<file path="config.mk">
export PLATFORM = sky130hd
export DESIGN_NAME = fpu_arb
export DESIGN_NICKNAME = d
export VERILOG_FILES = /design/src/rtl/fpu_arb_pkg.sv /design/src/rtl/fpu_arb_rr.sv /design/src/rtl/fpu_arb.sv
export SDC_FILE = /design/constraint.sdc
export NUM_CORES = 1
export LEC_CHECK = 0
export BUFFER_PORTS_ARGS = -buffer_cell sky130_fd_sc_hd__buf_4
export CAP_MARGIN = 10
export CORE_MARGIN = 10
export CORE_UTILIZATION = 25
export CTS_CLUSTER_SIZE = 24
export DETAILED_ROUTE_END_ITERATION = 16
export PLACE_DENSITY = 0.52
export SETUP_SLACK_MARGIN = 0.2
export SYNTH_ARGS = -nofsm -noshare
export SYNTH_HDL_FRONTEND = slang
export SYNTH_SLANG_ARGS = --single-unit
</file>
<file path="constraint.sdc">
create_clock -name clk -period 6.95 [get_ports clk]
set_input_delay 0.695 -clock clk [delete_from_list [all_inputs] [get_ports clk]]
set_output_delay 0.695 -clock clk [all_outputs]
set_load 0.01 [all_outputs]
</file>
<file path="src/rtl/fpu_arb_pkg.sv">
// Shared types and constants for the FPU sequencer/arbiter.
package fpu_arb_pkg;

  localparam int MDU_OP_LEN  = 5;
  localparam int TMO_CYC_DEF = 256;
  localparam int CNT_W       = 16;

  typedef enum logic [1:0] {
    IDLE  = 2'd0,
    ISSUE = 2'd1,
    WAIT  = 2'd2,
    RESP  = 2'd3
  } state_e;

  typedef struct packed {
    logic [MDU_OP_LEN-1:0] op;
    logic                  len_64;
    logic [63:0]           src1;
    logic [63:0]           src2;
  } fpu_req_t;

endpackage

</file>
<file path="src/rtl/fpu_arb_rr.sv">
// Two-way round-robin grant; ptr names the winner when both requesters are valid.
module fpu_arb_rr (
  input  logic [1:0] req,
  input  logic       ptr,
  input  logic       advance,
  output logic [1:0] gnt
);

  // grant selection, gated by advance so no grant is offered while busy
  always_comb begin
    gnt = 2'b00;
    if (!advance) begin
      gnt = 2'b00;
    end else if (req == 2'b11) begin
      gnt = ptr ? 2'b10 : 2'b01;
    end else begin
      gnt = req;
    end
  end

endmodule

</file>
<file path="src/rtl/fpu_arb.sv">
// Sequences the shared multi-cycle FPU and arbitrates it between the execute
// stage (requester 0) and the debug port (requester 1); one op in flight.
module fpu_arb
  import fpu_arb_pkg::*;
#(
  parameter int OP_W    = MDU_OP_LEN,
  parameter int TMO_CYC = TMO_CYC_DEF
) (
  input  logic                 clk,
  input  logic                 rst,
  input  logic [1:0]           req_valid,
  output logic [1:0]           req_ready,
  input  logic [1:0][OP_W-1:0] req_op,
  input  logic [1:0]           req_len_64,
  input  logic [1:0][63:0]     req_src1,
  input  logic [1:0][63:0]     req_src2,
  input  logic [1:0]           req_flush,
  output logic [1:0]           rsp_valid,
  input  logic [1:0]           rsp_ready,
  output logic [63:0]          rsp_data,
  output logic                 rsp_err,
  output logic                 fpu_trig,
  output logic                 fpu_len_64,
  output logic [OP_W-1:0]      fpu_op,
  output logic [63:0]          fpu_src1,
  output logic [63:0]          fpu_src2,
  output logic                 fpu_flush,
  input  logic [63:0]          fpu_out,
  input  logic                 fpu_okay
);

  state_e           state_r, state_s;
  logic             rr_ptr_r, owner_r;
  logic [CNT_W-1:0] cnt_r;
  logic [1:0]       gnt_s, avail_s;
  logic             idle_s, own_flush_s, tmo_s;
  logic             accept_s, cap_ok_s, cap_tmo_s;

  // a requester flushing this cycle must not be granted
  assign avail_s     = req_valid & ~req_flush;
  assign idle_s      = (state_r == IDLE);
  assign own_flush_s = req_flush[owner_r];
  assign tmo_s       = (state_r == WAIT) && (cnt_r == CNT_W'(TMO_CYC - 1));

  fpu_arb_rr u_rr (
    .req     (avail_s),
    .ptr     (rr_ptr_r),
    .advance (idle_s),
    .gnt     (gnt_s)
  );

  assign req_ready = gnt_s;
  assign fpu_trig  = (state_r == ISSUE);
  assign rsp_valid = (state_r == RESP) ? (owner_r ? 2'b10 : 2'b01) : 2'b00;

  // next-state, capture strobes and the abort pulse to the FPU
  always_comb begin
    state_s   = state_r;
    accept_s  = 1'b0;
    cap_ok_s  = 1'b0;
    cap_tmo_s = 1'b0;
    fpu_flush = 1'b0;
    case (state_r)
      IDLE: begin
        if (|gnt_s) begin
          accept_s = 1'b1;
          state_s  = ISSUE;
        end else begin
          state_s = IDLE;
        end
      end
      ISSUE: begin
        if (own_flush_s) begin
          fpu_flush = 1'b1;
          state_s   = IDLE;
        end else begin
          state_s = WAIT;
        end
      end
      WAIT: begin
        // owner flush beats a same-cycle okay; okay beats the watchdog
        if (own_flush_s) begin
          fpu_flush = 1'b1;
          state_s   = IDLE;
        end else if (fpu_okay) begin
          cap_ok_s = 1'b1;
          state_s  = RESP;
        end else if (tmo_s) begin
          fpu_flush = 1'b1;
          cap_tmo_s = 1'b1;
          state_s   = RESP;
        end else begin
          state_s = WAIT;
        end
      end
      RESP: begin
        if (own_flush_s || rsp_ready[owner_r]) begin
          state_s = IDLE;
        end else begin
          state_s = RESP;
        end
      end
      default: state_s = IDLE;
    endcase
  end

  // state register
  always_ff @(posedge clk or posedge rst) begin
    if (rst) begin
      state_r <= IDLE;
    end else begin
      state_r <= state_s;
    end
  end

  // operand, ownership, watchdog and result registers
  always_ff @(posedge clk or posedge rst) begin
    if (rst) begin
      rr_ptr_r   <= 1'b0;
      owner_r    <= 1'b0;
      cnt_r      <= '0;
      fpu_op     <= '0;
      fpu_len_64 <= 1'b0;
      fpu_src1   <= 64'd0;
      fpu_src2   <= 64'd0;
      rsp_data   <= 64'd0;
      rsp_err    <= 1'b0;
    end else begin
      if (accept_s) begin
        owner_r    <= gnt_s[1];
        rr_ptr_r   <= ~gnt_s[1];
        fpu_op     <= req_op[gnt_s[1]];
        fpu_len_64 <= req_len_64[gnt_s[1]];
        fpu_src1   <= req_src1[gnt_s[1]];
        fpu_src2   <= req_src2[gnt_s[1]];
      end
      if (state_r == ISSUE) begin
        cnt_r <= '0;
      end else if (state_r == WAIT) begin
        cnt_r <= cnt_r + CNT_W'(1);
      end
      if (cap_ok_s) begin
        rsp_data <= fpu_out;
        rsp_err  <= 1'b0;
      end else if (cap_tmo_s) begin
        rsp_data <= 64'd0;
        rsp_err  <= 1'b1;
      end
    end
  end

endmodule

</file>
==> run summary, run 1 <==
Final hold vios -> 0
Fin util -> 39.9%
Nets@finish -> 1592
Crit path cell chain -> inv_1 > ha_1 > o311a_4 > buf_4
Critical path's largest stage delay -> 0.80 ns
Reg clk slew, reported paths -> 0.06 ns
Final worst path period share -> 45.0%
Number of synthesized flops with an enable pin -> 0
Seq cells post-synth -> 219
Req. time, crit path -> 6.25 ns
Ports -> 546
Post-Syn Area -> 9230 sq um
H-tree depth -> 1
Most common cell after layout, fill and taps aside -> buf_4
Initial DRC count -> 518
Average wire per standard cell -> 23.9 um
Total CTS buffers -> 27
Clock Sinks -> 219
Startpoint class of the critical path -> flip-flop
Final std cells w/o fill -> 1735
WL final -> 41400 um
Congestion Overflow GR -> 0
Slew headroom -> 30.1%
Layout cells sized above 1 -> 47.7%
Setup CP Type -> flip-flop to output pin
Unrepaired setup endpoints after global routing -> no
Root Driver -> clkbuf_16
Pre-CTS WS -> 3.52 ns
Status -> finished clean
Die Area -> 45000 sq um
Port bufs -> 545
Crit path DAT -> 2.43 ns
CP max stage cell -> o311a_4
Largest net degree at the start of global routing -> 127
Worst setup EP type -> output pin
Total negative slack -> 0 ns
CTS tree -> yes
Detailed-route vias per instance -> 4.80
Row count -> 70
Initial antenna violation count -> 4
Min Clock Period, post-route -> 3.13 ns
Cells after Synth -> 725
Gr usage total -> 17.3%
Max clock buf depth -> 3
Post-synth top flop -> dfrtp_1
Detail Placement HPWL -> 30900 um
Starting Density -> 25.3%
Fin worst setup slack -> 3.82 ns
Antenna viol nets, final -> 0
Max cap viols -> 0
DRC viols -> 0
Seq/Total Area, Yosys -> 59.4%
Vias -> 8329
First-pass iteration count of the detailed router -> 6
Placer Congestion -> 0.788
Area growth syn-to-layout -> 57.9%
Hold Crit Class -> input port to asynchronous set/reset pin
Worst IR Drop VDD -> 195 uV
Crit Path Max Fanout -> 61
Placed cell count -> 1684
Multi-input logic area -> 3440 sq um
Post-Syn Area per Cell -> 12.7 sq um
Clock Latency Late Sink -> 0.53 ns
Core Area -> 36500 sq um
Post-CTS sizing -> 0
Skew final -> 0.00715 ns
Pwr dens -> 426 nW/um^2
Syn nets -> 1072
Synth Warn # -> 0
Final Max Tran Viols -> 0
Post-CTS Hold Fix Bufs -> 0
Asr flop ratio synth -> 100%
Lkg Pwr -> 8.17 nW
Vias in the first global route -> 8893
Reg area -> 5480 sq um
Most frequent cells in the layout -> buf_4 (554), dfrtp_1 (219), a22o_1 (198)
FMAX -> 0.320 GHz
Worst-Margin Slew -> 1.05 ns
First-pass GRT wire length -> 60000 um
DIE HEIGHT -> 212 um
Die Wd -> 212 um
Post-CTS setup buffer count -> 0
Filler Cells Inserted -> 3628
Count of different cell masters after synthesis -> 41
Final Setup Violations -> 0
==> layout make-up <==
type / count / share of cell area [%]
multi-input combinational: 433 / 23.6
antenna: 3 / 0.0515
clock inverter: 12 / 0.816
clock buffer: 36 / 5.01
inverter: 10 / 0.309
sequential: 219 / 37.6
timing repair buffer: 554 / 28.5
tap: 468 / 4.02
==> final timing paths <==
| path | startpoint | endpoint | slack (ns) | depth (start not counted) |
|---|---|---|---|---|
| worst max-delay path | state_r[0] | req_ready[1] | 3.82 | 4 |
| worst min-delay path | rst | rsp_data[30] | 0.34 | 2 |
| min in group clk | req_src1[63] | fpu_src1[63] | 0.36 | 2 |
| max in group asynchronous | rst | fpu_src1[23] | 5.11 | 3 |
| worst min register to register | rsp_data[28] | rsp_data[28] | 0.50 | 1 |
| worst max register to register | state_r[0] | fpu_src2[21] | 3.97 | 6 |
==> Yosys cell counts (all sizes together) (5+ instances only) <==
| cell | count | area, sq um |
|---|---|---|
| clkbuf | 38 | 143 |
| dfrtp | 219 | 5480 |
| o21ai | 6 | 30.0 |
| buf | 25 | 155 |
| nor2 | 12 | 45.0 |
| and2 | 5 | 31.3 |
| ha | 6 | 75.1 |
| inv | 10 | 37.5 |
| a21o | 134 | 1010 |
| nand2 | 11 | 41.3 |
| a22o | 198 | 1730 |
| a21oi | 8 | 43.8 |
==> critical path, delay by kind of cell (launching register included) <==
kind	cells	cell delay, ns
DFF	1	0.40
AOI/OAI and AO/OA	1	0.80
buffers and inverters	2	0.37
adders and majority gates	1	0.30
==> per-layer routing <==
layer,vias up,GRT usage (%),routed length [um]
li1,3814,-,-
met1,4131,20.0,15900
met4,0,3.94,817
met2,351,29.1,20100
met5,-,0,0
met3,33,7.42,4610
==> state kept, by name, summed over array words and instances, names as in the netlist <==
signal and cells:
rr_ptr_r 1, fpu_src2 64, owner_r 1, rsp_data 64
cnt_r 16, state_r 2, fpu_op 5, fpu_src1 64
fpu_len_64 1, rsp_err 1
==> cells by family after synthesis <==
logic type | after synthesis | synth area share [%]
compound gates | 360 | 31.8
xor+xnor | 6 | 0.570
simple gates | 57 | 3.35
buf+inv | 73 | 3.63
mux | 4 | 0.461
flops | 219 | 59.4
fa+ha+maj | 6 | 0.814
==> where the power goes <==
group	switching, mW	total (mW)	internal [mW]
combinational	1.21	2.66	1.45
clock	0.560	1.37	0.808
sequential	0.349	2.18	1.83
==> per-stage QoR <==
step           total power, mW  hold slack (ns)  instance area, sq um
3_3_place_gp              4.86            0.484                 13700
5_1_grt                   6.60            0.339                 14600
6_report                  6.20            0.336                 14600
2_1_floorplan             3.46            0.505                  9230
3_5_place_dp              4.89            0.484                 13700
4_1_cts                   6.31            0.330                 14600
Note: power is estimated with default switching activity, not from simulation.
==> run 2, diff against run 1 <==
- PLACE_DENSITY: 0.52 -> 0.5
- clock period: 6.95 -> 3.1 ns (I/O delays scaled with it)
==> run summary, run 2 (synthesized netlist as in run 1, its figures left out) <==
Status -> finished clean
Post-CTS Hold Fix Bufs -> 199 (+199)
Final Cell Area -> 16800 sq um (+15%)
Min Clock Period, post-route -> 2.57 ns
P_sw -> 4.88 mW (+130%)
Post-CTS setup buffer count -> 0 (unchanged)
Final hold vios -> 0 (unchanged)
Req. time, crit path -> 2.79 ns (-3.46 ns)
Max cap viols -> 0 (unchanged)
Area growth syn-to-layout -> 82.1%
Largest net degree at the start of global routing -> 115 (-9.4%)
Crit Path Max Fanout -> 5 (-92%)
DRC viols -> 0 (unchanged)
Comb power frac -> 43.2% (+0.4 points)
Post-CTS sizing -> 0 (unchanged)
Max clock buf depth -> 3 (unchanged)
Gr usage total -> 17.9% (+0.63 points)
Total CTS buffers -> 29 (+7.4%)
Most frequent cells in the layout -> buf_4 (552), dfrtp_1 (219), dlygate4sd3_1 (199)
Die Wd -> 212 um (unchanged)
Design Power -> 14.5 mW (+130%)
Cell internal pwr -> 9.63 mW (+140%)
Vias -> 9201 (+10%)
Sequential Power Share -> 33.8% (-1.4 points)
Fin util -> 46.0% (+6.1 points)
Nets@finish -> 1798 (+13%)
Clock Latency Late Sink -> 0.54 ns (about the same)
Sw Ratio -> 33.7% (-0.46 points)
Placer Congestion -> 0.793 (+0.66%)
Reg clk slew, reported paths -> 0.06 ns (about the same)
Hold Crit Class -> input port to flip-flop
Filler Cells Inserted -> 3314 (-8.7%)
Lkg Pwr -> 9.11 nW (+12%)
Congestion Overflow GR -> 0 (unchanged)
Worst setup EP type -> output pin
Final Setup Violations -> 0 (unchanged)
Antenna viol nets, final -> 0 (unchanged)
Die Area -> 45000 sq um (unchanged)
Worst IR Drop VDD -> 496 uV (+150%)
DIE HEIGHT -> 212 um (unchanged)
Detail Placement HPWL -> 30900 um (about the same)
Biggest regs -> fpu_src1: 64 flops, fpu_src2: 64 flops, rsp_data: 64 flops
DP Area -> 13800 sq um (+0.88%)
Skew final -> 0.0102 ns (+0.00306 ns)
Layout cells sized above 1 -> 41.6% (-6.1 points)
Clk pwr share -> 23.0% (+0.9 points)
Initial DRC count -> 508 (-1.9%)
Final Max Tran Viols -> 0 (unchanged)
WL final -> 43400 um (+4.7%)
Most common cell after layout, fill and taps aside -> buf_4
FMAX -> 0.389 GHz
Critical path's largest stage delay -> 0.46 ns (-0.34 ns)
Crit path cell chain -> ha_1 > nand2_1 > or4_1 > nor4_1 > o21a_1 > buf_4
Clock Sinks -> 219 (unchanged)
First-pass iteration count of the detailed router -> 4 (-2)
Unrepaired setup endpoints after global routing -> no
Setup CP Type -> flip-flop to output pin
H-tree depth -> 1 (unchanged)
Detailed-route vias per instance -> 4.73 (-1.5%)
Average wire per standard cell -> 22.3 um (-6.6%)
Starting Density -> 25.3% (unchanged)
First-pass GRT wire length -> 63200 um (+5.3%)
Row count -> 70 (unchanged)
Slew headroom -> 51.0% (+21 points)
Initial antenna violation count -> 3 (-1)
CP max stage cell -> or4_1
Port bufs -> 545 (unchanged)
Vias in the first global route -> 9984 (+12%)
Final worst path period share -> 82.8%
Pwr dens -> 864 nW/um^2 (+100%)
Root Driver -> clkbuf_16
Ports -> 546 (unchanged)
Crit path DAT -> 2.26 ns (-0.17 ns)
Worst-Margin Slew -> 0.735 ns (-0.314 ns)
CTS tree -> yes
Startpoint class of the critical path -> flip-flop
Core Area -> 36500 sq um (unchanged)
WHS -> 0.0730 ns (-0.263 ns)
run 2: final timing paths:
path	start	end	slack, ns	cells after the start
worst min-delay path	req_src1[91]	fpu_src1[27]	0.07	3
worst max register to register	cnt_r[0]	rsp_data[18]	0.75	6
max in group asynchronous	rst	fpu_src2[9]	1.95	4
min in group asynchronous	rst	fpu_src1[44]	0.53	4
worst max-delay path	cnt_r[0]	fpu_flush	0.53	6
worst min register to register	rsp_data[34]	rsp_data[34]	0.50	1
run 2: stage by stage:
step	TNS (ns)	cells	setup slack [ns]
floorplan	-14.04	725	-0.0641
global placement	0	1689	0.805
detailed placement	0	1689	0.762
CTS	0	1941	0.456
global route	0	1944	0.327
finish	0	1945	0.532
run 2: final cells by class:
cell class	count	area, sq um	area share [%]
clock inverter	6	62.6	0.372
timing repair buffer	758	6280	37.4
sequential	219	5480	32.6
tap	468	586	3.48
multi-input combinational	433	3440	20.5
clock buffer	47	903	5.38
inverter	10	41.3	0.246
antenna	4	10.0	0.0596
run 2: layer usage:
layer / global-route usage, % / routed length, um / vias up
met5: 0 / 0 / -
met4: 4.02 / 747 / 0
met3: 6.04 / 4120 / 51
met2: 31.0 / 21600 / 390
met1: 21.0 / 16900 / 4540
li1: - / - / 4220
run 2: power by group through the flow:
stage | logic, mW | registers (mW) | clock network [mW]
after floorplan | 2.40 | 5.35 | 0
after global placement | 6.10 | 4.86 | 0
after detailed placement | 6.13 | 4.87 | 0
after CTS | 6.35 | 4.88 | 3.46
after global routing | 6.75 | 5.05 | 3.57
final | 6.27 | 4.90 | 3.34
run 2: critical path: cells and delay by family (launching register included):
kind / cells / cell delay, ns
buf+inv: 1 / 0.12
compound gates: 1 / 0.16
flops: 1 / 0.40
fa+ha+maj: 1 / 0.25
simple gates: 3 / 0.80
